==> config.mk <==
export PLATFORM = sky130hd
export DESIGN_NAME = risc_seq_ctrl
export DESIGN_NICKNAME = d
export VERILOG_FILES = /design/src/rtl/risc_seq_ctrl.sv
export SDC_FILE = /design/constraint.sdc
export NUM_CORES = 1
export LEC_CHECK = 0
export BUFFER_PORTS_ARGS = -buffer_cell sky130_fd_sc_hd__buf_2
export CAP_MARGIN = 15
export CORE_MARGIN = 2
export CORE_UTILIZATION = 30
export CTS_CLUSTER_SIZE = 14
export DETAILED_ROUTE_END_ITERATION = 6
export GPL_TIMING_DRIVEN = 0
export PLACE_DENSITY = 0.54
export SLEW_MARGIN = 30
export SYNTH_ARGS = -nofsm -noshare
export SYNTH_HDL_FRONTEND = slang
export SYNTH_SLANG_ARGS = --single-unit
export TNS_END_PERCENT = 50
==> constraint.sdc <==
create_clock -name clk -period 3.4 [get_ports clk]
set_input_delay 0.34 -clock clk [delete_from_list [all_inputs] [get_ports clk]]
set_output_delay 0.34 -clock clk [all_outputs]
set_load 0.02 [all_outputs]
==> src/rtl/risc_seq_ctrl.sv <==
// Purpose : multi-cycle sequencer that steps the 16-bit RISC datapath through IDLE/FETCH/DECODE/EXEC/MEM/WB.
// Latency : ALU/MVI/JMP/JZ/illegal 3 cycles, STORE 3+N, LOAD 4+N (N = cycles spent waiting for mem_ack).
// Backpr. : data memory stalls the sequencer by withholding mem_ack; run=0 parks it in IDLE after a retire.
//
// Ports
//   clk, reset          clock (rising edge) and synchronous active-high reset
//   run                 request to fetch the next instruction (looked at in IDLE and on a retire)
//   opcode, zero        IR opcode field and ALU zero flag from the datapath
//   mem_ack             data memory completion
//   ir_ld, pc_en, jmp   IR load, PC update, PC-relative jump select
//   reg_wr, sel         register write strobe and write-back mux (00 ALU, 01 mem, 10 imm)
//   mem_rd, mem_wr      data memory requests, held until mem_ack
//   busy, halted        status: executing / stopped on HALT
//   illegal, mem_err    sticky error flags
//   retired             count of completed instructions (wraps)
//
// Optional feature: define RISC_SEQ_MEM_TIMEOUT_EN to abort a memory access after
// MEM_TIMEOUT cycles in MEM without mem_ack. Without it MEM waits forever and mem_err is 0.

module risc_seq_ctrl #(
  parameter int CNT_W       = 16,
  parameter int MEM_TIMEOUT = 16
) (
  input  logic             clk,
  input  logic             reset,
  input  logic             run,
  input  logic [3:0]       opcode,
  input  logic             zero,
  input  logic             mem_ack,
  output logic             ir_ld,
  output logic             pc_en,
  output logic             jmp,
  output logic             reg_wr,
  output logic             mem_rd,
  output logic             mem_wr,
  output logic [1:0]       sel,
  output logic             busy,
  output logic             halted,
  output logic             illegal,
  output logic             mem_err,
  output logic [CNT_W-1:0] retired
);

  typedef enum logic [2:0] {
    S_IDLE   = 3'd0,
    S_FETCH  = 3'd1,
    S_DECODE = 3'd2,
    S_EXEC   = 3'd3,
    S_MEM    = 3'd4,
    S_WB     = 3'd5,
    S_HALT   = 3'd6
  } state_t;

  localparam logic [3:0] OP_LOAD  = 4'h8;
  localparam logic [3:0] OP_STORE = 4'h9;
  localparam logic [3:0] OP_MVI   = 4'hA;
  localparam logic [3:0] OP_JMP   = 4'hB;
  localparam logic [3:0] OP_JZ    = 4'hC;
  localparam logic [3:0] OP_HALT  = 4'hD;

  localparam logic [1:0] SEL_ALU = 2'b00;
  localparam logic [1:0] SEL_MEM = 2'b01;
  localparam logic [1:0] SEL_IMM = 2'b10;

  state_t             state_q, state_d;
  state_t             after_retire;
  logic [3:0]         opcode_q, opcode_d;
  logic               zero_q, zero_d;
  logic               illegal_q, illegal_d;
  logic [CNT_W-1:0]   retired_q, retired_d;
  logic               retire;

`ifdef RISC_SEQ_MEM_TIMEOUT_EN
  localparam int TO_W = $clog2(MEM_TIMEOUT + 1);
  logic [TO_W-1:0]    to_cnt_q, to_cnt_d;
  logic               mem_err_q, mem_err_d;
  logic               to_hit;

  // Counts ack-less MEM cycles; anything outside MEM leaves it at zero, so it
  // is already clear on MEM entry.
  always_comb begin
    to_cnt_d = '0;
    if (state_q == S_MEM && !mem_ack) begin
      to_cnt_d = to_cnt_q + 1'b1;
    end
  end

  // The MEM_TIMEOUT-th MEM cycle without an ack is the abort cycle.
  assign to_hit = (to_cnt_q == TO_W'(MEM_TIMEOUT - 1));
`else
  // MEM_TIMEOUT only matters for the timeout build; keep it referenced.
  logic unused_cfg;
  assign unused_cfg = (MEM_TIMEOUT > 0);
`endif

  // Next-state and strobe decode. Outputs are Moore on state/opcode_q/zero_q,
  // except the mem_ack completion terms of the memory phase.
  always_comb begin
    state_d      = state_q;
    opcode_d     = opcode_q;
    zero_d       = zero_q;
    illegal_d    = illegal_q;
    retire       = 1'b0;
    ir_ld        = 1'b0;
    pc_en        = 1'b0;
    jmp          = 1'b0;
    reg_wr       = 1'b0;
    mem_rd       = 1'b0;
    mem_wr       = 1'b0;
    sel          = SEL_ALU;
    after_retire = run ? S_FETCH : S_IDLE;
`ifdef RISC_SEQ_MEM_TIMEOUT_EN
    mem_err_d    = mem_err_q;
`endif

    case (state_q)
      S_IDLE: begin
        if (run) begin
          state_d = S_FETCH;
        end
      end

      S_FETCH: begin
        ir_ld   = 1'b1;
        state_d = S_DECODE;
      end

      S_DECODE: begin
        opcode_d = opcode;
        state_d  = S_EXEC;
      end

      S_EXEC: begin
        if (!opcode_q[3]) begin
          // 0x0-0x7: ALU op; its zero flag is what a later JZ tests.
          reg_wr  = 1'b1;
          sel     = SEL_ALU;
          pc_en   = 1'b1;
          zero_d  = zero;
          retire  = 1'b1;
          state_d = after_retire;
        end else begin
          case (opcode_q)
            OP_LOAD: begin
              // The request goes out here; an ack in this same cycle skips
              // the MEM wait entirely.
              mem_rd  = 1'b1;
              state_d = mem_ack ? S_WB : S_MEM;
            end
            OP_STORE: begin
              mem_wr = 1'b1;
              if (mem_ack) begin
                pc_en   = 1'b1;
                retire  = 1'b1;
                state_d = after_retire;
              end else begin
                state_d = S_MEM;
              end
            end
            OP_MVI: begin
              reg_wr  = 1'b1;
              sel     = SEL_IMM;
              pc_en   = 1'b1;
              retire  = 1'b1;
              state_d = after_retire;
            end
            OP_JMP: begin
              pc_en   = 1'b1;
              jmp     = 1'b1;
              retire  = 1'b1;
              state_d = after_retire;
            end
            OP_JZ: begin
              pc_en   = 1'b1;
              jmp     = zero_q;
              retire  = 1'b1;
              state_d = after_retire;
            end
            OP_HALT: begin
              retire  = 1'b1;
              state_d = S_HALT;
            end
            default: begin
              // 0xE/0xF: record the fault and step over it like a NOP.
              illegal_d = 1'b1;
              pc_en     = 1'b1;
              retire    = 1'b1;
              state_d   = after_retire;
            end
          endcase
        end
      end

      S_MEM: begin
        // Only LOAD and STORE reach MEM, so opcode_q[0] tells them apart.
        mem_rd = !opcode_q[0];
        mem_wr = opcode_q[0];
        if (mem_ack) begin
          if (opcode_q[0]) begin
            pc_en   = 1'b1;
            retire  = 1'b1;
            state_d = after_retire;
          end else begin
            state_d = S_WB;
          end
        end
`ifdef RISC_SEQ_MEM_TIMEOUT_EN
        else if (to_hit) begin
          // Abandon the access: drop the request, skip write-back, move on.
          mem_rd    = 1'b0;
          mem_wr    = 1'b0;
          mem_err_d = 1'b1;
          pc_en     = 1'b1;
          retire    = 1'b1;
          state_d   = after_retire;
        end
`endif
      end

      S_WB: begin
        reg_wr  = 1'b1;
        sel     = SEL_MEM;
        pc_en   = 1'b1;
        retire  = 1'b1;
        state_d = after_retire;
      end

      S_HALT: begin
        // Absorbing; only reset leaves.
      end

      default: begin
        state_d = S_IDLE;
      end
    endcase

    // The flops are about to be cleared, so the datapath must not act on the
    // state being left behind.
    if (reset) begin
      ir_ld  = 1'b0;
      pc_en  = 1'b0;
      jmp    = 1'b0;
      reg_wr = 1'b0;
      mem_rd = 1'b0;
      mem_wr = 1'b0;
      sel    = SEL_ALU;
    end

    retired_d = retired_q + CNT_W'(retire);
  end

  always_ff @(posedge clk) begin
    if (reset) begin
      state_q   <= S_IDLE;
      opcode_q  <= 4'h0;
      zero_q    <= 1'b0;
      illegal_q <= 1'b0;
      retired_q <= '0;
    end else begin
      state_q   <= state_d;
      opcode_q  <= opcode_d;
      zero_q    <= zero_d;
      illegal_q <= illegal_d;
      retired_q <= retired_d;
    end
  end

`ifdef RISC_SEQ_MEM_TIMEOUT_EN
  always_ff @(posedge clk) begin
    if (reset) begin
      to_cnt_q  <= '0;
      mem_err_q <= 1'b0;
    end else begin
      to_cnt_q  <= to_cnt_d;
      mem_err_q <= mem_err_d;
    end
  end

  assign mem_err = mem_err_q;
`else
  assign mem_err = 1'b0;
`endif

  assign busy    = (state_q != S_IDLE) && (state_q != S_HALT);
  assign halted  = (state_q == S_HALT);
  assign illegal = illegal_q;
  assign retired = retired_q;

endmodule
* After elaboration in Yosys (flattened, before gate mapping) *
Cells that the tools add are included.
Widths: inputs -> output; s select.

storage, ports and cells
  latch bits = 0
  bits in registers = 25
  RAM bits = 0
  ROM bits = 0
  memories = 0
  bits of input ports = 9

operators by class
  muxes and demuxes = 41
  div/mod/pow operators = 0
  bitwise gates (word level) = 3
  add/sub/neg operators = 1
  magnitude comparators = 0
  shifts and indexed selects = 0
  multiply operators = 0
  reduce and logical (&&, ||, !) cells = 9
  equal/unequal tests = 15

operators by type and width
  operator            count
  $eq 4x4->1 const B  6
  $mux 1              22
  $pmux 3 s7          1
  $add 16x1->16       1
  $mux 3              5
  $pmux 1 s2          6
  $eq 3x3->1 const B  3
  $pmux 3 s3          1
  $eq 3x2->1 const B  2
  $mux 2              3
  $pmux 1 s3          2
  $reduce_and 3->1    2
  $reduce_or 6->1     1
  $ne 2x2->1 const B  2
  $pmux 2 s2          1
  $eq 3x1->1 const B  1
  $logic_not 3->1     1
  $ne 3x3->1 const B  1
  $not 1->1           3
  $reduce_bool 3->1   1
  $reduce_and 2->1    1
  $reduce_or 2->1     1
  $logic_and 1x1->1   1
  $logic_not 1->1     1

* Longest topological paths before layout *
  depth in word-level cells = 6
  mapped depth = 12
  gate-level depth less buffers = 10

* Worst setup path before layout *
Ideal clock, no wire load.

  path type = register -> register
  from = register state_q[1]
  to = register retired_q[12], in the netlist retired[12]
  setup slack = 1.160 ns
  library setup time = 0.123 ns
  required time = 3.277 ns
  period minus slack after synthesis = 2.240 ns
  stages on the path, launching flop included = 13
  arrival = 2.117 ns
  path buffers = 2
  path through = dfxtp_1 -> buf_2 -> nand2b_1 -> clkbuf_1 -> a21oi_1 -> o21ai_0 -> o21ai_0 -> ha_1 -> ha_1 -> nand3_1 -> nor3_2 -> nand3_1 -> mux2_1

on the way
  longest elaborated chain between the ends = 3

RTL lines
  element                                          line  source
  start: declaration                               65    state_t state_q, state_d;
  start signal: assignment                         260   state_q <= state_d;
  $eq 3x3->1 / $eq 3x2->1 (equally long branches)  116   case (state_q)
  $pmux 1 s3 (*)                                   116
  $add 16x1->16 (*)                                249   retired_d = retired_q + CNT_W'(retire);
  end signal: assignment                           264   retired_q <= retired_d;
  end: declaration                                 70    logic [CNT_W-1:0] retired_q, retired_d;

Every way passes the cells marked *; elsewhere a longest branch is shown, timed or not.
A chain may end at the register's enable or synchronous reset.

* Worst setup path after layout *
Same ends and word-level chain as after synthesis.

==> metrics.md <==
| Metric | Value |
|---|---|
| FMAX | roughly 380 MHz |
| Root buffer cell | clkbuf_8 |
| Overall die height | roughly 70 um |
| Synthesis-to-finish area growth | 21.48% |
| Placeable Area | 4324 um2 |
| Most frequent cells in the layout | buf_2, dfxtp_1, nor2_1 |
| RSZ-0062 raised after global routing | false |
| H-Tree Depth | 1 |
| Post-DR vias/cell | between 4 and 5 |
| Status | complete, no violations |
| Setup violators final | 0 |
| Crit. End Element | flip-flop |
| Worst Tran Pin Value | 0.5018 ns |
| Commonest non-fill, non-tap cell in the layout | buf_2 |
| Ant. Diodes | 0 |
| FFs w/ async S/R, synth | 0% |
| Final #Nets | 213 |
| Sinks on the clock net | 25 |
| Die area | 4995 um2 |
| Filler Cells Inserted | roughly 500 |
| Register area share after synthesis | 37.52% |
| Number of buffers created by CTS | 3 |
| Post-synth EDFFs | 0 |
| DRC Markers | 0 |
| Port bufs | 35 |
| Worst Path Max Fanout | 10 |
| CTS Buffer Depth | 2 |
| Io pins | 37 |
| Crit path kind | reg2reg |
| Cells along the critical path | buf_2 > nand2b_1 > clkbuf_1 > a21oi_1 > o21ai_0 > o21ai_0 > ha_1 > ha_1 > nand3_1 > nor3_2 > nand3_1 > mux2_1 |
| Cts repair resizes | 0 |
| Syn nets | between 150 and 200 |
| Maximum vdd ir drop | about 0.00014 V |
| Clk Latency, worst-skew pair | 0.27 ns |
| First-pass GRT wire length | 5313 um |
| Vias in the first global route | between 1000 and 1500 |
| Dpl hpwl | 2324 um |
| Total number of vias | about 1300 |
| Clock power share | between 30% and 40% |
| Hold Path Class | in2reg |
| CP required | between 3 and 4 ns |
| Slew margin rel. | 66.55% |
| CTS tree | done |
| CTS clock-pin slew for the worst setup and hold paths | approximately 0.09 ns |
| CTS Hold Bufs | 0 |
| Area of the mapped netlist | 1334 um2 |
| Post-placement cell count | 249 |
| Final Skew | approximately 0.0015 ns |
| Fin. Hold Viols | 0 |
| Antenna Nets Post-Route | 0 |
| Routability congestion estimate from global placement | 0.7900 |
| Max-cap violations | 0 |
| Grt ovf | 0 |
| Largest net degree at the start of global routing | 15 |
| Seq pwr share | 53.3% |
| Router iterations before antenna repair | 4 |
| Comb pwr share | 16.0% |
| Setup Buffers After CTS | 0 |
| Syn Inst Count | 162 |
| WL/cell | 12.14 um |
| Row Count | 24 |
| Switching Fraction | between 20 and 30% |
| Final Cycle Share | between 70% and 80% |
| #FFs+latches synth | 25 |
| Initial DRC Count | 72 |
| Fin cells | 253 |
| P_int | around 420 uW |
| Final Power | 578.4 uW |
| P_sw | 160.7 uW |
| Yosys warnings | 0 |
| TNS Setup | 0 ns |
| Share of cells above drive strength 1 | a little over a quarter |
| Crit-path max cell delay | 0.32 ns |
| Final slew viol count | 0 |
| Leakage | slightly below 0.7 nW |
| Critical Path AT | 2.77 ns |
| Syn_area_per_cell | 8.233 um2 |
| Antenna violations before repair | 0 |
| Chip width | 70.68 um |
| Total Routing Usage GR | 12.77% |
| Pwr dens | 357.0 nW/um2 |
| Startpoint types | flip-flop |
| Crit-path slowest cell | dfxtp_1 |
| Worst Slack Setup Final | 0.7947 ns |
| Initial Util | 30.84% |
| Synth cell types | 49 |
| Final min period | 2.605 ns |
| Synth Flop Type | dfxtp_1 |
| Dpl ws | 0.7641 ns |
| Routed WL | 3071 um |
-- cells in the mapped netlist (2+ instances only) --
cell type	n	share of area, %
clkbuf_1	4	1.1
xnor2_1	4	2.6
or4_1	2	1.1
a21oi_1	12	4.5
a31oi_1	2	0.94
and3_1	2	0.94
nand4_1	4	1.9
ha_1	2	1.9
nor4_1	3	1.4
nand2_1	11	3.1
buf_4	2	1.1
xor2_1	5	3.3
buf_2	5	1.9
or3_1	2	0.94
nor3_1	7	2.6
o21ai_0	7	2.6
nand2b_1	4	1.9
dfxtp_1	25	38
o31ai_1	2	1.1
nor2b_1	5	2.3
nor2_1	18	5.1
nand3_1	5	1.9
inv_1	3	0.84
-- stage by stage --
step,area (um2),hold slack [ns],util [%]
after floorplan,1334,0.4160,-
after global placement,1574,0.4794,36.40
after detailed placement,1574,0.4772,36.40
after CTS,1620,0.2940,37.47
after global routing,1620,0.2991,37.47
final,1620,0.2979,37.47
-- kinds of logic after synthesis --
| logic type | synth area share [%] |
|---|---|
| DFF | 37.52 |
| muxes | 1.595 |
| and+or+nand+nor | 30.21 |
| adders and majority gates | 1.876 |
| xor gates and xnor gates | 5.910 |
| buffers and inverters | 5.252 |
| other | 0.2812 |
| AOI/OAI and AO/OA | 17.36 |
-- per-layer routing --
metal  up-vias  GRT usage, %  share of wire (%)
met2        24         19.71                 42
met5         -             0                  0
met1       577         17.67                 51
li1        655             -                  -
met3         5         3.276                5.0
met4         0         3.774                1.3
-- worst max-delay path: cells and delay by family, from the launching register on --
family          cells  cell delay [ns]
simple gates        4             0.71
fa+ha+maj           2             0.40
buf+inv             2             0.39
compound gates      3             0.35
flops               1             0.32
mux                 1             0.31
-- sequential cells by signal (all words and copies together), names as in the netlist --
register / count
state_q: 3
illegal: 1
zero_q: 1
opcode_q: 4
retired: 16
-- worst paths after layout --
path          startpoint           to  slack [ns]  cells past startpoint
max           state_q[1]  retired[12]        0.79                     12
min            opcode[2]  opcode_q[2]        0.30                      3
min reg2reg  retired[15]  retired[15]        0.49                      2
max reg2reg   state_q[1]  retired[12]        0.79                     12
-- area by class of cell --
type | instances | area, um2 | area share, %
Clock buffer | 3 | 41.29 | 2.548
Clock inverter | 1 | 5.005 | 0.3089
Timing Repair Buffer | 35 | 175.2 | 10.81
Inverter | 3 | 11.26 | 0.6950
Tap cell | 52 | 65.06 | 4.015
Multi-Input combinational cell | 122 | 763.2 | 47.10
Buffer | 12 | 58.81 | 3.629
Sequential cell | 25 | 500.5 | 30.89
-- power by group through the flow --
stage | Sequential, mW | Clock, mW | Combinational (mW)
after global placement | 0.315 | 0 | 0.0935
after floorplan | 0.315 | 0 | 0.0662
final | 0.308 | 0.178 | 0.0924
after CTS | 0.308 | 0.186 | 0.0943
after detailed placement | 0.315 | 0 | 0.0941
after global routing | 0.310 | 0.196 | 0.105
Note: power is estimated with default switching activity, not from simulation.
